## config.mk

```make
export PLATFORM = sky130hd
export DESIGN_NAME = vs_xform_engine
export DESIGN_NICKNAME = d
export VERILOG_FILES = /design/src/rtl/vs_xform_engine.sv
export SDC_FILE = /design/constraint.sdc
export NUM_CORES = 1
export LEC_CHECK = 0
export CAP_MARGIN = 20
export CORE_MARGIN = 3
export CORE_UTILIZATION = 68
export CTS_CLUSTER_SIZE = 30
export DETAILED_ROUTE_END_ITERATION = 10
export HOLD_SLACK_MARGIN = 0.12
export PLACE_DENSITY = 0.87
export SLEW_MARGIN = 20
export SYNTH_ARGS = -nofsm -noshare
export SYNTH_HDL_FRONTEND = slang
export SYNTH_SLANG_ARGS = --single-unit
```

## constraint.sdc

```tcl
create_clock -name clk -period 30.3 [get_ports clk]
set_clock_uncertainty 0.1 [all_clocks]
set_input_delay 3.03 -clock clk [delete_from_list [all_inputs] [get_ports clk]]
set_output_delay 3.03 -clock clk [all_outputs]
set_load 0.01 [all_outputs]
```

## src/rtl/vs_xform_engine.sv

```systemverilog
// 4x4 fixed-point matrix * (x,y,z,1) vertex transform with one serial MAC and saturating output.
// Latency: 3 fetch + 1 fetch-wait + 16 MAC + 4 emit cycles per vertex, then one DONE cycle.
// Backpressure: out_ready stalls EMIT; result, comp and index hold until each component is accepted.
module vs_xform_engine #(
   parameter int FIXED_WIDTH = 16,
   parameter int FRAC_BITS   = 8,
   parameter int INDEX_BIT   = 4
) (
   input  logic                   clk,
   input  logic                   reset_n,
   input  logic                   mat_wr,
   input  logic [3:0]             mat_addr,
   input  logic [FIXED_WIDTH-1:0] mat_data,
   input  logic                   start,
   input  logic [INDEX_BIT-1:0]   num_vertex,
   output logic                   busy,
   output logic                   done,
   output logic                   sat_flag,
   output logic                   vb_rd_en,
   output logic [INDEX_BIT+1:0]   vb_rd_addr,
   input  logic [FIXED_WIDTH-1:0] vb_rd_data,
   output logic                   out_valid,
   input  logic                   out_ready,
   output logic [INDEX_BIT-1:0]   out_index,
   output logic [1:0]             out_comp,
   output logic [FIXED_WIDTH-1:0] out_data
);

   localparam int ACC_W = 2*FIXED_WIDTH + 2;
   localparam logic signed [FIXED_WIDTH-1:0] ONE     = FIXED_WIDTH'(2**FRAC_BITS);
   localparam logic signed [ACC_W-1:0]       MAX_ACC = ACC_W'((2**(FIXED_WIDTH-1)) - 1);
   localparam logic signed [ACC_W-1:0]       MIN_ACC = ACC_W'(-(2**(FIXED_WIDTH-1)));
   localparam logic signed [FIXED_WIDTH-1:0] MAX_OUT = {1'b0, {(FIXED_WIDTH-1){1'b1}}};
   localparam logic signed [FIXED_WIDTH-1:0] MIN_OUT = {1'b1, {(FIXED_WIDTH-1){1'b0}}};

   typedef enum logic [2:0] {IDLE, FETCH, FETCH_WAIT, MAC, EMIT, DONE} state_t;

   state_t                         state, state_nxt;
   logic [3:0]                     cnt;
   logic [INDEX_BIT-1:0]           idx, count;
   logic [1:0]                     ocomp;
   logic [INDEX_BIT+1:0]           rd_addr_q;
   logic signed [FIXED_WIDTH-1:0]  mat [16];
   logic signed [FIXED_WIDTH-1:0]  v   [3];
   logic signed [FIXED_WIDTH-1:0]  res [4];
   logic signed [ACC_W-1:0]        acc;

   logic                           last_vertex;
   logic signed [FIXED_WIDTH-1:0]  m_sel, v_sel;
   logic signed [2*FIXED_WIDTH-1:0] prod;
   logic signed [ACC_W-1:0]        sum, shifted;
   logic signed [FIXED_WIDTH-1:0]  sat_val;
   logic                           sat_hit;

   assign last_vertex = ({1'b0, idx} + 1'b1) == {1'b0, count};

   always_ff @(posedge clk) begin
      if (!reset_n) state <= IDLE;
      else          state <= state_nxt;
   end

   always_comb begin
      state_nxt = state;
      case (state)
         IDLE:       if (start) state_nxt = (num_vertex == '0) ? DONE : FETCH;
         FETCH:      if (cnt == 4'd2) state_nxt = FETCH_WAIT;
         FETCH_WAIT: state_nxt = MAC;
         MAC:        if (cnt == 4'd15) state_nxt = EMIT;
         EMIT:       if (out_ready && ocomp == 2'd3) state_nxt = last_vertex ? DONE : FETCH;
         DONE:       state_nxt = IDLE;
         default:    state_nxt = IDLE;
      endcase
   end

   // Matrix is deliberately outside reset so it survives across runs and resets.
   always_ff @(posedge clk) begin
      if (state == IDLE && mat_wr) mat[mat_addr] <= mat_data;
   end

   // cnt = {row, col} during MAC, so it indexes the row-major matrix directly.
   always_comb begin
      m_sel = mat[cnt];
      case (cnt[1:0])
         2'd0:    v_sel = v[0];
         2'd1:    v_sel = v[1];
         2'd2:    v_sel = v[2];
         default: v_sel = ONE;
      endcase
      prod    = m_sel * v_sel;
      sum     = ((cnt[1:0] == 2'd0) ? '0 : acc) + {{2{prod[2*FIXED_WIDTH-1]}}, prod};
      shifted = sum >>> FRAC_BITS;
      sat_hit = 1'b0;
      sat_val = shifted[FIXED_WIDTH-1:0];
      if (shifted > MAX_ACC) begin
         sat_val = MAX_OUT;
         sat_hit = 1'b1;
      end else if (shifted < MIN_ACC) begin
         sat_val = MIN_OUT;
         sat_hit = 1'b1;
      end
   end

   always_ff @(posedge clk) begin
      if (!reset_n) begin
         cnt       <= '0;
         idx       <= '0;
         count     <= '0;
         ocomp     <= '0;
         rd_addr_q <= '0;
         acc       <= '0;
         sat_flag  <= 1'b0;
         for (int i = 0; i < 3; i++) v[i] <= '0;
         for (int i = 0; i < 4; i++) res[i] <= '0;
      end else begin
         case (state)
            IDLE: begin
               if (start) begin
                  count    <= num_vertex;
                  idx      <= '0;
                  sat_flag <= 1'b0;
                  cnt      <= '0;
                  ocomp    <= '0;
               end
            end
            FETCH: begin
               rd_addr_q <= {idx, cnt[1:0]};
               // read data lags the strobe by one cycle
               if (cnt != 4'd0) v[cnt[1:0] - 2'd1] <= vb_rd_data;
               cnt <= (cnt == 4'd2) ? 4'd0 : cnt + 4'd1;
            end
            FETCH_WAIT: begin
               v[2] <= vb_rd_data;
               cnt  <= '0;
            end
            MAC: begin
               acc <= sum;
               cnt <= cnt + 4'd1;
               if (cnt[1:0] == 2'd3) begin
                  res[cnt[3:2]] <= sat_val;
                  if (sat_hit) sat_flag <= 1'b1;
               end
            end
            EMIT: begin
               if (out_ready) begin
                  ocomp <= ocomp + 2'd1;
                  if (ocomp == 2'd3 && !last_vertex) idx <= idx + 1'b1;
               end
            end
            default: ;
         endcase
      end
   end

   assign busy       = (state != IDLE);
   assign done       = (state == DONE);
   assign vb_rd_en   = (state == FETCH);
   assign vb_rd_addr = vb_rd_en ? {idx, cnt[1:0]} : rd_addr_q;
   assign out_valid  = (state == EMIT);
   assign out_index  = idx;
   assign out_comp   = ocomp;
   assign out_data   = res[ocomp];

endmodule
```

==> summary by stage <==
Outcome
The flow ran to the end, and the final reports show no timing, DRC or antenna violations.

CTS
The longest clock path from root to sink contains 3 buffers. TritonCTS created 43 clock buffers. Post-CTS repair changed the size of 0 cells.

The clock latency reported for the late side of the worst-skew pair is 0.59 ns. The number of hold-repair buffers added at the cts stage is 0. The buffer cell driving the clock tree root is clkbuf_16. TritonCTS built the clock tree. The clock transition at the registers of the reported paths is 0.07 ns.

The buffer count from post-CTS setup fixing is 0. The CTS sink count is 432. The clock tree synthesis step divided the H-tree into 2 levels.

Floorplanning
The height of the chip is 214 um. The floorplan step defined a core boundary enclosing 42200 um^2. The starting utilization of the core area is 0.694. The die footprint is 45600 um^2. The I/O pin total is 78. Measured along the x axis, the die boundary spans 214 um. The row count is 75.

Place
The count of buffers inserted at the top-level ports is 77. Routability-driven placement finished with a final weighted congestion of 1.04. Prior to clock tree synthesis, the placed netlist has a worst setup slack of 17.88 ns.

Counting tap cells, the placed design contains a total of 3062 instances. Detailed placement finished with a half-perimeter wire length of 54.8 mm.

Drt
The first-iteration detailed-routing DRC count is 2567. The total wire length after detailed routing is 79.5 mm. The routed layout has 20300 vias. The post-route DRC violation count is 0. In the routed layout, each cell is associated on average with a via count of 6.46. The first-pass iteration count of the detailed router is 6. Dividing the detail-routed wire length by the instance count gives 25.3 um. The count of nets left with antenna violations after detail routing is 0.

Timing
The worst slew margin relative to its limit is 0.246. Dividing the final minimum period by the clock period gives 0.419. The clock period minus worst slack is 12.69 ns. The number of endpoints with negative hold slack in the final report is 0.

In the post-route analysis, the smallest setup slack over all paths is 17.61 ns. The max-slew violation count came to 0. Derived from the worst setup path, the maximum achievable clock frequency is 78.8 MHz.

Setup repair after global routing left no endpoint under its margin. For the pin with the worst max-slew slack, the measured transition is 1.13 ns. The final total negative setup slack is 0 ns. Setup violations remaining at the end of the flow were counted as 0.

Global route
The number of antenna violations at the first check in global routing is 1. Across every metal layer, demand over resource in global routing totals 0.358. The via count of the first global-routing pass was 21000.

Entering global routing, the biggest net connects 69 pins. The total grt overflow is 0. The first global-routing pass estimated 122 mm of wire.

Worst setup path
The sort of element at the start of the critical path is a flop. At the worst endpoint, the required time is 30.60 ns. The largest individual stage delay along the critical path comes from the cell dfxtp_4. The critical path in this run is classified as reg2reg.

The kind of capture point of the worst setup path is a flop. At the worst endpoint, the arrival time is 13.00 ns. The largest single stage delay on the critical path is 0.79 ns. The worst-path maximum fanout is 34.

Logic synthesis
The post-synthesis share of cell area spent on full adders, half adders and majority gates is 0.231. In the synthesized netlist the dominant register cell turns out to be edfxtp_1. The XOR/XNOR share of the synthesized area is 0.0213.

The Yosys step of the flow raised 0 warnings. Synthesis inferred 432 register bits. Synthesis handed over a netlist of 2513 instances.

In this run the cell area of the synthesized design comes to 29300 um^2. The dominant combinational cell family by area after synthesis is adder cells. After synthesis, the mean cell area works out to 11.7 um^2. The number of nets in the synthesized netlist is 2941. The share of the Yosys chip area taken by registers is 0.421. The number of different library cells used by synthesis comes to 76. The complex-gate fraction of the synthesized area came to 0.0820. The number of flops mapped to enable cells by yosys is 368. The fraction of synthesis flops using an asynchronous set or reset pin is 0. The proportion of synthesized area in mux cells is 0.0765. The area share of and/or/nand/nor cells after synthesis is 0.107.

Layout
The relative area change from synthesis to final layout is 9.43%. Summing all flip-flop and latch instances after layout gives 12300 um^2. Leaving out fill and tap cells, the most frequent cell in the layout is edfxtp_1. The final layout contains 2997 nets. The layout has 2554 filler cells. The fraction of final layout cells sized beyond drive strength 1 is 0.0964. The area of the multi-input gates is 15200 um^2. After the flow finishes, the layout carries non-filler instances totaling 3143. The library cells used most frequently in the layout, excluding fill and tap cells, are edfxtp_1, inv_1, fa_1.

Min path
In this run the worst hold path is classified as reg2reg.

Job
The tool flagged a number of max-cap violations equal to 0.
## per-stage QoR
step / hold slack, ns / cell area [um^2] / utilization
after global routing: 0.389 / 32100 / 0.760
final: 0.360 / 32100 / 0.760
after detailed placement: 0.354 / 30600 / 0.725
after global placement: 0.347 / 30600 / 0.725
after CTS: 0.363 / 32100 / 0.759
after floorplan: 0.339 / 29300 / -
## routing by layer
metal | part of all wire | vias to the layer above | GRT usage | wire length (um)
li1 | - | 8648 | - | -
met1 | 0.34 | 9996 | 0.439 | 27400
met2 | 0.49 | 1298 | 0.598 | 39000
met3 | 0.099 | 347 | 0.0749 | 7850
met4 | 0.067 | 0 | 0.203 | 5330
met5 | 0 | - | 0 | 0
## Yosys cell counts, types with 14 or more instances
library cell | number | share of area
a21boi_0 | 15 | 0.0038
a21o_1 | 30 | 0.0077
a21oi_1 | 141 | 0.024
and2_1 | 67 | 0.014
clkbuf_1 | 79 | 0.010
dfxtp_1 | 64 | 0.044
edfxtp_1 | 368 | 0.38
fa_1 | 263 | 0.18
ha_1 | 120 | 0.051
inv_1 | 355 | 0.045
mux2_2 | 14 | 0.0054
mux4_2 | 89 | 0.068
nand2_1 | 258 | 0.033
nand2b_1 | 17 | 0.0036
nor2_1 | 184 | 0.024
nor2b_1 | 63 | 0.013
nor3_1 | 20 | 0.0034
o21a_1 | 24 | 0.0061
o21ai_0 | 69 | 0.012
xnor2_1 | 49 | 0.015
xor2_1 | 16 | 0.0048
## final timing paths
path,start,slack [ns],end,depth (start not counted)
setup reg to reg,flop,17.61,res[0][12],37
hold reg to reg,acc[17],0.36,acc[17],2
setup / recovery,flop,17.61,res[0][12],37
hold / removal,acc[17],0.36,acc[17],2
## final cells by class
cell class | count | share of cell area
tap | 539 | 0.0210
timing repair buffer | 117 | 0.0332
inverter | 356 | 0.0417
antenna | 1 | 0.0000780
clock buffer | 57 | 0.0352
sequential | 432 | 0.385
multi-input combinational | 1619 | 0.475
clock inverter | 22 | 0.00940
## logic make-up (layout without fill, tap and decap cells)
kind of cell / count (synthesis) / count (layout)
AOI/OAI and AO/OA: 379 / 379
and+or+nand+nor: 677 / 677
other: 0 / 1
adders and majority gates: 384 / 384
muxes: 111 / 111
buffers and inverters: 462 / 552
DFF: 432 / 432
xor gates and xnor gates: 68 / 68
## critical path: cells and delay by family, from the launching register on
kind / cells / cell delay, ns
AND/OR/NAND/NOR: 5 / 1.26
adder cells (fa/ha/maj): 8 / 3.73
buffers and inverters: 6 / 1.11
flip-flops: 1 / 0.79
AO/OA/AOI/OAI: 15 / 4.11
multiplexers: 2 / 1.23
XOR/XNOR: 1 / 0.12
## flip-flops by register name (all words and copies together) (netlist names), named ones only
name	cells
acc	34
cnt	4
count	4
mat	256
out_comp	2
out_index	4
rd_addr_q	6
res	64
sat_flag	1
state	3
v	48
Power is left out: the tool's default activity adds up to more than one toggle a clock period on the data nets, which glitch-free logic cannot reach.
